## config.mk

```make
export PLATFORM = sky130hd
export DESIGN_NAME = irq_controller
export DESIGN_NICKNAME = d
export VERILOG_FILES = /design/src/rtl/proc_pkg.sv /design/src/rtl/irq_controller_prio.sv /design/src/rtl/irq_controller.sv
export SDC_FILE = /design/constraint.sdc
export NUM_CORES = 1
export LEC_CHECK = 0
export CAP_MARGIN = 20
export CORE_UTILIZATION = 42
export CTS_CLUSTER_DIAMETER = 50
export DETAILED_ROUTE_END_ITERATION = 8
export PLACE_DENSITY = 0.85
export SYNTH_ARGS = -nofsm -noshare
export SYNTH_HDL_FRONTEND = slang
export SYNTH_HIERARCHICAL = 1
export SYNTH_SLANG_ARGS = --single-unit
```

## constraint.sdc

```tcl
create_clock -name clk -period 2.28 [get_ports clk]
set_input_delay 0.456 -clock clk [delete_from_list [all_inputs] [get_ports clk]]
set_output_delay 0.456 -clock clk [all_outputs]
set_load 0.1 [all_outputs]
```

## src/rtl/proc_pkg.sv

```systemverilog
// Shared state type, counter width and id-width helper for the interrupt controller.
package proc_pkg;

    typedef enum logic [1:0] {
        IDLE     = 2'd0,
        DRAIN    = 2'd1,
        REDIRECT = 2'd2,
        SERVICE  = 2'd3
    } irq_state_t;

    localparam int DRAIN_CNT_W = 4;

    function automatic int irq_id_w(input int n);
        return (n > 1) ? $clog2(n) : 1;
    endfunction

endpackage

```

## src/rtl/irq_controller_prio.sv

```systemverilog
// Combinational lowest-index-first priority encoder: request vector -> valid, id.
module irq_priority_enc
    import proc_pkg::*;
#(
    parameter int N    = 4,
    parameter int ID_W = irq_id_w(N)
) (
    input  logic [N-1:0]    req_i,
    output logic            valid_o,
    output logic [ID_W-1:0] id_o
);

    // Scanning downward lets the lowest set index overwrite any higher one.
    always_comb begin
        id_o = '0;
        for (int i = N - 1; i >= 0; i--) begin
            if (req_i[i]) id_o = ID_W'(i);
        end
    end

    assign valid_o = |req_i;

endmodule

```

## src/rtl/irq_controller.sv

```systemverilog
// Multi-channel interrupt controller: edge latch, mask, priority pick, drain, vector redirect, mret return.
// Build option IRQ_SYNC_EN adds a 2-flop synchronizer per line ahead of edge detection.
//
//  state    | meaning
//  ---------+-------------------------------------------------------------
//  IDLE     | waiting for an enabled pending channel while global_en is high
//  DRAIN    | fetch stalled, counting down DRAIN_CYCLES
//  REDIRECT | fetch stalled, redirect strobe once pipe_hold is low
//  SERVICE  | handler running, waiting for mret
module irq_controller
    import proc_pkg::*;
#(
    parameter int              NUM_IRQ      = 4,
    parameter int              XLEN         = 32,
    parameter logic [XLEN-1:0] VEC_BASE     = 'h0000_0100,
    parameter int              VEC_STRIDE   = 16,
    parameter int              DRAIN_CYCLES = 3,
    localparam int             ID_W         = irq_id_w(NUM_IRQ)
) (
    input  logic               clk,
    input  logic               rst,
    input  logic [NUM_IRQ-1:0] irq_in,
    input  logic               global_en,
    input  logic               mask_we,
    input  logic [NUM_IRQ-1:0] mask_wdata,
    input  logic               pipe_hold,
    input  logic [XLEN-1:0]    epc_in,
    input  logic               mret,
    output logic               stall_fetch,
    output logic               redirect,
    output logic [XLEN-1:0]    redirect_addr,
    output logic               ret_valid,
    output logic [XLEN-1:0]    ret_addr,
    output logic               in_service,
    output logic [ID_W-1:0]    irq_id,
    output logic [NUM_IRQ-1:0] pending
);

    logic [NUM_IRQ-1:0]     irq_s;
    logic [NUM_IRQ-1:0]     irq_q;
    logic [NUM_IRQ-1:0]     pending_q, pending_d;
    logic [NUM_IRQ-1:0]     mask_q;
    logic [NUM_IRQ-1:0]     rise;
    logic [NUM_IRQ-1:0]     clr_vec;
    irq_state_t             state_q, state_d;
    logic [DRAIN_CNT_W-1:0] cnt_q, cnt_d;
    logic [ID_W-1:0]        sel_q, sel_d;
    logic [XLEN-1:0]        epc_q, epc_d;
    logic                   req_valid;
    logic [ID_W-1:0]        req_id;
    logic                   fire;
    logic                   ret;
    logic [XLEN-1:0]        vec_addr;

`ifdef IRQ_SYNC_EN
    logic [NUM_IRQ-1:0] sync1_q, sync2_q;

    always_ff @(posedge clk) begin
        if (rst) begin
            sync1_q <= '0;
            sync2_q <= '0;
        end else begin
            sync1_q <= irq_in;
            sync2_q <= sync1_q;
        end
    end

    assign irq_s = sync2_q;
`else
    assign irq_s = irq_in;
`endif

    assign rise = irq_s & ~irq_q;

    irq_priority_enc #(
        .N    (NUM_IRQ),
        .ID_W (ID_W)
    ) u_prio (
        .req_i   (pending_q & mask_q),
        .valid_o (req_valid),
        .id_o    (req_id)
    );

    // A fresh edge on the channel being redirected re-pends it: set wins over clear.
    assign clr_vec   = fire ? (NUM_IRQ'(1) << sel_q) : '0;
    assign pending_d = (pending_q & ~clr_vec) | rise;

    assign vec_addr = VEC_BASE + XLEN'(sel_q) * XLEN'(VEC_STRIDE);

    always_comb begin
        state_d = state_q;
        cnt_d   = cnt_q;
        sel_d   = sel_q;
        epc_d   = epc_q;
        fire    = 1'b0;
        ret     = 1'b0;
        case (state_q)
            IDLE: begin
                if (global_en && req_valid) begin
                    state_d = DRAIN;
                    sel_d   = req_id;
                    cnt_d   = DRAIN_CNT_W'(DRAIN_CYCLES);
                end
            end
            DRAIN: begin
                if (cnt_q <= DRAIN_CNT_W'(1)) begin
                    state_d = REDIRECT;
                    cnt_d   = '0;
                end else begin
                    cnt_d = cnt_q - DRAIN_CNT_W'(1);
                end
            end
            REDIRECT: begin
                if (!pipe_hold) begin
                    fire    = 1'b1;
                    epc_d   = epc_in;
                    state_d = SERVICE;
                end
            end
            SERVICE: begin
                if (mret) begin
                    ret     = 1'b1;
                    state_d = IDLE;
                end
            end
            default: state_d = IDLE;
        endcase
    end

    always_ff @(posedge clk) begin
        if (rst) begin
            irq_q     <= '0;
            pending_q <= '0;
            mask_q    <= '1;
            state_q   <= IDLE;
            cnt_q     <= '0;
            sel_q     <= '0;
            epc_q     <= '0;
        end else begin
            irq_q     <= irq_s;
            pending_q <= pending_d;
            if (mask_we) mask_q <= mask_wdata;
            state_q   <= state_d;
            cnt_q     <= cnt_d;
            sel_q     <= sel_d;
            epc_q     <= epc_d;
        end
    end

    assign stall_fetch   = (state_q == DRAIN) || (state_q == REDIRECT);
    assign redirect      = fire;
    assign redirect_addr = fire ? vec_addr : '0;
    assign ret_valid     = ret;
    assign ret_addr      = epc_q;
    assign in_service    = (state_q == SERVICE);
    assign irq_id        = in_service ? sel_q : '0;
    assign pending       = pending_q;

endmodule
```

==> results of run 1 <==
## power breakdown
group / total [mW] / internal [mW] / leakage [nW] / switching [mW]
clock network: 0.546 / 0.249 / 0.0516 / 0.297
logic: 1.79 / 0.474 / 0.893 / 1.32
registers: 1.10 / 1.02 / 0.424 / 0.0791
## Yosys cell counts
master	count
buf_4	33
o31ai_1	1
o21a_1	1
o21ai_0	4
a221o_1	1
dfxtp_1	52
nand3_1	3
conb_1	1
o311a_1	1
or2_2	1
o21ai_1	1
nor2b_1	5
o41ai_1	1
a21oi_1	39
nor4_1	1
and2_1	7
a21oi_2	1
nand2b_1	6
inv_2	1
o31a_1	1
o311ai_0	1
a31oi_1	1
nor3_1	1
inv_1	12
nor2_1	7
ha_1	6
mux2i_1	6
or3_1	1
buf_2	5
nand2_1	72
a21boi_1	1
a211oi_1	2
clkbuf_1	5
nand4b_1	1
o211ai_1	1
## flip-flops by register name, summed over array words and instances (netlist names)
name      count
ret_addr     32
cnt_q         4
irq_q         4
mask_q        4
pending       4
sel_q         2
state_q       2
## critical path, cell delays in order
cell and delay [ns]:
clkdlybuf4s50_1 0.41, nand2b_1 0.18, inv_2 0.17, nand2_1 0.10
inv_1 0.11, buf_12 0.18
## layout make-up
cell class	count	area, um2
clock buffer	6	82.6
tap	70	87.6
sequential	52	1040
fill	483	1990
multi-input combinational	203	1030
timing repair buffer	94	913
clock inverter	2	13.8
inverter	13	48.8
## kinds of logic (layout without fill, tap and decap cells)
family	Yosys count	count (layout)
and+or+nand+nor	105	105
AOI/OAI and AO/OA	57	57
buffers and inverters	56	115
DFF	52	52
adders and majority gates	6	6
muxes	6	6
other	1	29
## how the worst max path moves through the flow
| stage | from | end | depth (start not counted) |
|---|---|---|---|
| floorplan | state_q[1] | ret_valid | 2 |
| global placement | pipe_hold | redirect_addr[5] | 6 |
| detailed placement | pipe_hold | redirect_addr[5] | 6 |
| CTS | pipe_hold | redirect_addr[5] | 6 |
| global route | state_q[0] | redirect_addr[5] | 7 |
| finish | pipe_hold | redirect_addr[5] | 6 |
## per-stage QoR
| step | utilization [%] | setup WS [ns] | instance area, um2 |
|---|---|---|---|
| global placement | 60.0 | 0.205 | 3120 |
| finish | 61.8 | 0.220 | 3220 |
| global route | 61.8 | 0.117 | 3220 |
| CTS | 61.8 | 0.207 | 3220 |
| floorplan | - | -0.00342 | 2410 |
| detailed placement | 60.0 | 0.216 | 3120 |
## layer usage
metal / track usage (%) / vias to the layer above / share of wire [%]
met3: 4.67 / 6 / 5.4
met2: 34.9 / 66 / 52
met1: 19.0 / 897 / 42
met5: 0 / - / 0
met4: 5.19 / 0 / 0.65
li1: - / 1025 / -
==> summary.md, run 1 <==
| Metric | Value |
|---|---|
| Via count | `1994` |
| Reg-to-reg setup timing slack | `about 0.66 ns` |
| Crit Path Class | `primary input to output pin` |
| Setup_tns | `0 ns` |
| Root Buffer Master | `clkbuf_8` |
| Post-synth top area share | `45.2%` |
| Vias/cell | `4.53` |
| Setup Skew | `0.00500 ns` |
| Non-filler cells in the finished layout | `440` |
| DR iter-0 viols | `55` |
| Routed len/inst | `11.8 um` |
| Post-synthesis mux area share | `under 10%` |
| Startpoint types | `primary input` |
| DRT Pass-1 Iters | `4` |
| Ys Warns | `6` |
| Crit path max fanout | `6` |
| Largest cells by area after synthesis | `dfxtp_1 (45%), nand2_1 (12%), buf_4 (11%), a21oi_1 (8.5%), ha_1 (3.3%)` |
| Hold-fix buffers, CTS | `0` |
| WP data required | `1.82 ns` |
| Post-synthesis compound-gate area fraction | `14.2%` |
| Core area | `5200 um2` |
| WP data arrival | `1.60 ns` |
| Row cnt | `26` |
| Share of cells above drive strength 1 | `17.3%` |
| CTS tree | `yes` |
| Main combinational cell family by area after synthesis | `simple AND/OR/NAND/NOR gates` |
| Yosys top cell by area | `dfxtp_1` |
| Mapped cell area | `2300 um2` |
| Slew Limit Fails | `0` |
| Syn avg cell area | `8.14 um2` |
| Vert. Die Dim | `76.1 um` |
| Nets | `roughly 420` |
| Worst vdd ir | `around 0.53 mV` |
| Fin crit share | `between 90% and 100%` |
| Max clock buf depth | `2` |
| Status | `finished clean` |
| Ant diodes | `0` |
| # DRC | `0` |
| Fmax | `around 0.5 GHz` |
| Post-route ant nets | `0` |
| R2r startpoint | `state_q[1]` |
| Placer's final routability congestion estimate | `0.736` |
| Most common cell after layout, fill and taps aside | `nand2_1` |
| Min-Delay Path Class | `register to register` |
| First-pass GRT wire length | `8.51 mm` |
| Seq cells post-synth | `52` |
| Final Hold Viols | `0` |
| Die W | `between 70 and 80 um` |
| Crit path time final | `2.06 ns` |
| GRT Util Overall | `between 10% and 20%` |
| Mapped Cells | `283` |
| Clock Sinks | `52` |
| CTS H-tree depth | `2` |
| Final setup fails | `0` |
| Io pins | `120` |
| XOR/XNOR Fraction of Synth Area | `0%` |
| Largest net degree at the start of global routing | `34` |
| Sequential-to-total area share from yosys stat | `45.2%` |
| Worst R2R Path Depth | `5` |
| Total gr overflow | `0` |
| Post-CTS setup repair buffer count | `0` |
| Most frequent cells in the layout | `nand2_1 (72), dfxtp_1 (52), clkdlybuf4s50_1 (44)` |
| Static Leak | `1.37 nW` |
| Crit. End Element | `output pin` |
| Dpl cells | `between 400 and 500` |
| DIE AREA | `5780 um2` |
| Initial antenna violation count | `0` |
| Post-synthesis adder-cell area fraction | `3.26%` |
| Power, Total | `3.44 mW` |
| Worst skew pair latency | `0.29 ns` |
| Clk slew on worst S/H paths | `~0.090 ns` |
| Initial Util | `roughly 44%` |
| Simple-Gate Fraction of Synth Area | `between 10% and 20%` |
| Fin Hold WS | `between 0.4 and 0.5 ns` |
| Vias in the first global route | `1911` |
| Hold Path Sink | `ret_addr[10]` |
| Hold depth | `2` |
| Post-DP HPWL | `a little under 4 mm` |
| RSZ-0062 raised after global routing | `no` |
| Total CTS buffers | `5` |
| Area delta synth->final | `39.7%` |
| MaxCap Viol Count | `0` |
| Final wirelength | `5.20 mm` |
| Port Buffers | `90` |
| Distinct cells, synth | `35` |
| Pwr Density | `about 1100 nW/um2` |
| Hold Startpoint | `ret_addr[10]` |
| Reg-to-Reg End | `state_q[0]` |
| Post_cts resized | `0` |
Power figures use the tool's default switching activity.
==> inputs of run 2 (changes only) <==
CORE_UTILIZATION = 36   (was 42)
PLACE_DENSITY = 0.77   (was 0.85)
clock period = 1.7 ns   (was 2.28 ns; I/O delays follow)
==> run 2 against run 1 <==
  * Register-to-register slack lost 0.54 ns
  * First-iteration DRC count shrank 9.1%
  * Final cell count grew 2.5%
  * Clock skew shrank 0.00053 ns
  * Setup slack lost 0.19 ns
  * Final area grew 19%
  * Power grew 50%
  * Die area grew 16%
  * Clock power grew 50%
  * Sequential share of layout area shrank 4.8 points
==> summary.md, run 2 (synthesis results as in run 1) <==
| Metric | Value |
|---|---|
| Status | `finished clean` |
| Fin crit share | `98.4%` |
| Initial Util | `38.0% (-6.2 points)` |
| Nets | `427 (+1.4%)` |
| MaxCap Viol Count | `0 (unchanged)` |
| Layer with the highest usage | `met2` |
| Static Leak | `1.53 nW (+12%)` |
| Crit path from | `state_q[0]` |
| Number of flip-flops in the largest register | `32 (unchanged)` |
| M1 GR Usage | `18.5% (-0.54 points)` |
| Most frequent cells in the layout | `nand2_1 (70), dfxtp_1 (46), buf_12 (46)` |
| Met3 GRT Util | `4.22% (-0.45 points)` |
| Crit. End Element | `output pin` |
| Worst path max stage delay | `0.36 ns (-0.05 ns)` |
| Io pins | `120 (unchanged)` |
| Routed len/inst | `12.5 um (+5.6%)` |
| Critical Path End | `redirect_addr[5]` |
| Placer's final routability congestion estimate | `0.806 (+9.4%)` |
| Vias/cell | `4.60 (+1.6%)` |
| Core area | `6060 um2 (+16%)` |
| Final setup fails | `0 (unchanged)` |
| RSZ-0062 raised after global routing | `yes` |
| Pwr Density | `1340 nW/um2 (+26%)` |
| # DRC | `0 (unchanged)` |
| Area delta synth->final | `66.6%` |
| Clock Sinks | `52 (unchanged)` |
| Most common cell after layout, fill and taps aside | `nand2_1` |
| WP data required | `1.36 ns (-0.46 ns)` |
| Final wirelength | `5.63 mm (+8.3%)` |
| WP data arrival | `1.33 ns (-0.27 ns)` |
| Clk slew on worst S/H paths | `0.09 ns (about the same)` |
| Worst vdd ir | `1.51 mV (+180%)` |
| Total CTS buffers | `5 (unchanged)` |
| Area of all placed cells without fillers | `3840 um2 (+19%)` |
| Area post-placement | `3660 um2 (+17%)` |
| GRT Util Overall | `16.6% (-1.4 points)` |
| Post-route ant nets | `0 (unchanged)` |
| Max clock buf depth | `2 (unchanged)` |
| Initial antenna violation count | `0 (unchanged)` |
| Total gr overflow | `0 (unchanged)` |
| CTS H-tree depth | `2 (unchanged)` |
| DIE AREA | `6720 um2 (+16%)` |
| Fin Hold WS | `0.261 ns (-0.196 ns)` |
| Min-Delay Path Class | `primary input to register` |
| Crit path max fanout | `3 (-3)` |
| Worst skew pair latency | `0.29 ns (about the same)` |
| Root Buffer Master | `clkbuf_8` |
| Slew Limit Fails | `0 (unchanged)` |
| Setup Skew | `0.00448 ns (-0.000526 ns)` |
| DR iter-0 viols | `50 (-9.1%)` |
| Worst R2R Path Depth | `5 (unchanged)` |
| DRT Pass-1 Iters | `4 (unchanged)` |
| Via count | `2076 (+4.1%)` |
| Port Buffers | `90 (unchanged)` |
| Reg-to-Reg End | `state_q[0]` |
| Post-DP HPWL | `4.23 mm (+9.0%)` |
| Die W | `82.0 um (+7.8%)` |
| First-pass GRT wire length | `8.54 mm (+0.33%)` |
| Reg-to-reg setup timing slack | `0.12 ns (-0.54 ns)` |
| Crit path time final | `around 1.7 ns` |
| Met2 Resource Use GR | `30.6% (-4.3 points)` |
| Largest net degree at the start of global routing | `47 (+38%)` |
| Hold-fix buffers, CTS | `0 (unchanged)` |
| Slowest stage cell, crit path | `dfxtp_2` |
| Finished Core Util | `63.3% (+1.5 points)` |
| R2r startpoint | `state_q[1]` |
| Crit Path Class | `register to output pin` |
| CTS tree | `yes` |
| CP Cell Sequence | `inv_4, ha_4, nand2b_4, inv_6, nand2_4, clkinvlp_4, buf_12` |
| Vert. Die Dim | `82.0 um (+7.8%)` |
| Fillers | `498 (+3.1%)` |
| Vias in the first global route | `1904 (-0.37%)` |
| Startpoint types | `register` |
| Fmax | `0.598 GHz` |
| Ant diodes | `0 (unchanged)` |
| Final Hold Viols | `0 (unchanged)` |
| Share of cells above drive strength 1 | `22.1% (+4.8 points)` |
| Row cnt | `28 (+7.7%)` |
-- run 2: cell types whose count changed in the layout (fill, tap and decap cells not counted), moves of 2 or more --
cell,change
buf_4,-32
dfxtp_4,+4
nand2_1,-2
dfxtp_2,+2
inv_1,-3
and2_2,-3
and2_4,+3
clkinvlp_4,+2
nand2_4,+2
ha_4,+2
ha_1,-2
buf_12,+38
dfxtp_1,-6
-- run 2: layout make-up --
cell class	count	area, um2	area share, %
sequential	52	1060	27.6
inverter	13	63.8	1.66
tap	75	93.8	2.44
timing repair buffer	100	1430	37.3
clock inverter	2	35.0	0.913
multi-input combinational	203	1080	28.2
clock buffer	6	72.6	1.89
-- run 2: metrics by stage --
stage | setup WS [ns] | cells | power [mW] | TNS, ns
2_1_floorplan | -0.0756 | 311 | 3.44 | -0.0756
3_3_place_gp | -0.0803 | 440 | 4.21 | -0.196
3_5_place_dp | -0.0992 | 440 | 4.27 | -1.13
4_1_cts | -0.00103 | 450 | 5.17 | -0.00103
5_1_grt | -0.0279 | 451 | 5.41 | -0.0531
6_report | 0.0269 | 451 | 5.16 | 0
-- run 2: report_power, final --
part	internal, mW	switching, mW
Sequential	1.38	0.165
Clock	0.437	0.384
Combinational	0.966	1.83
Total	2.78	2.38
-- run 2: worst min-delay path by stage --
stage	startpoint	endpoint	slack (ns)	depth (start not counted)
after floorplan	mask_q[0]	mask_q[0]	0.43	2
after CTS	rst	state_q[1]	0.26	2
after detailed placement	mask_q[1]	mask_q[1]	0.46	2
after global placement	mask_q[2]	mask_q[2]	0.45	2
after global routing	rst	state_q[1]	0.26	2
final	rst	state_q[1]	0.26	2
-- run 2: critical path, delay by kind of cell, from the launching register on --
family,cells,cell delay [ns]
DFF,1,0.36
buffers and inverters,4,0.36
adders and majority gates,1,0.16
and+or+nand+nor,2,0.16
-- run 2: per-layer routing --
layer	vias to the layer above	wire (um)
met5	-	0
met4	0	52
met3	7	343
met2	71	2940
met1	957	2290
li1	1041	-
-- run 2: what timing repair did --
item	CTS	global route
resized for setup	8	4
pin swaps	0	0
buffers inserted	2	1
hold endpoints to repair	0	0
endpoints found under the setup margin	4	5
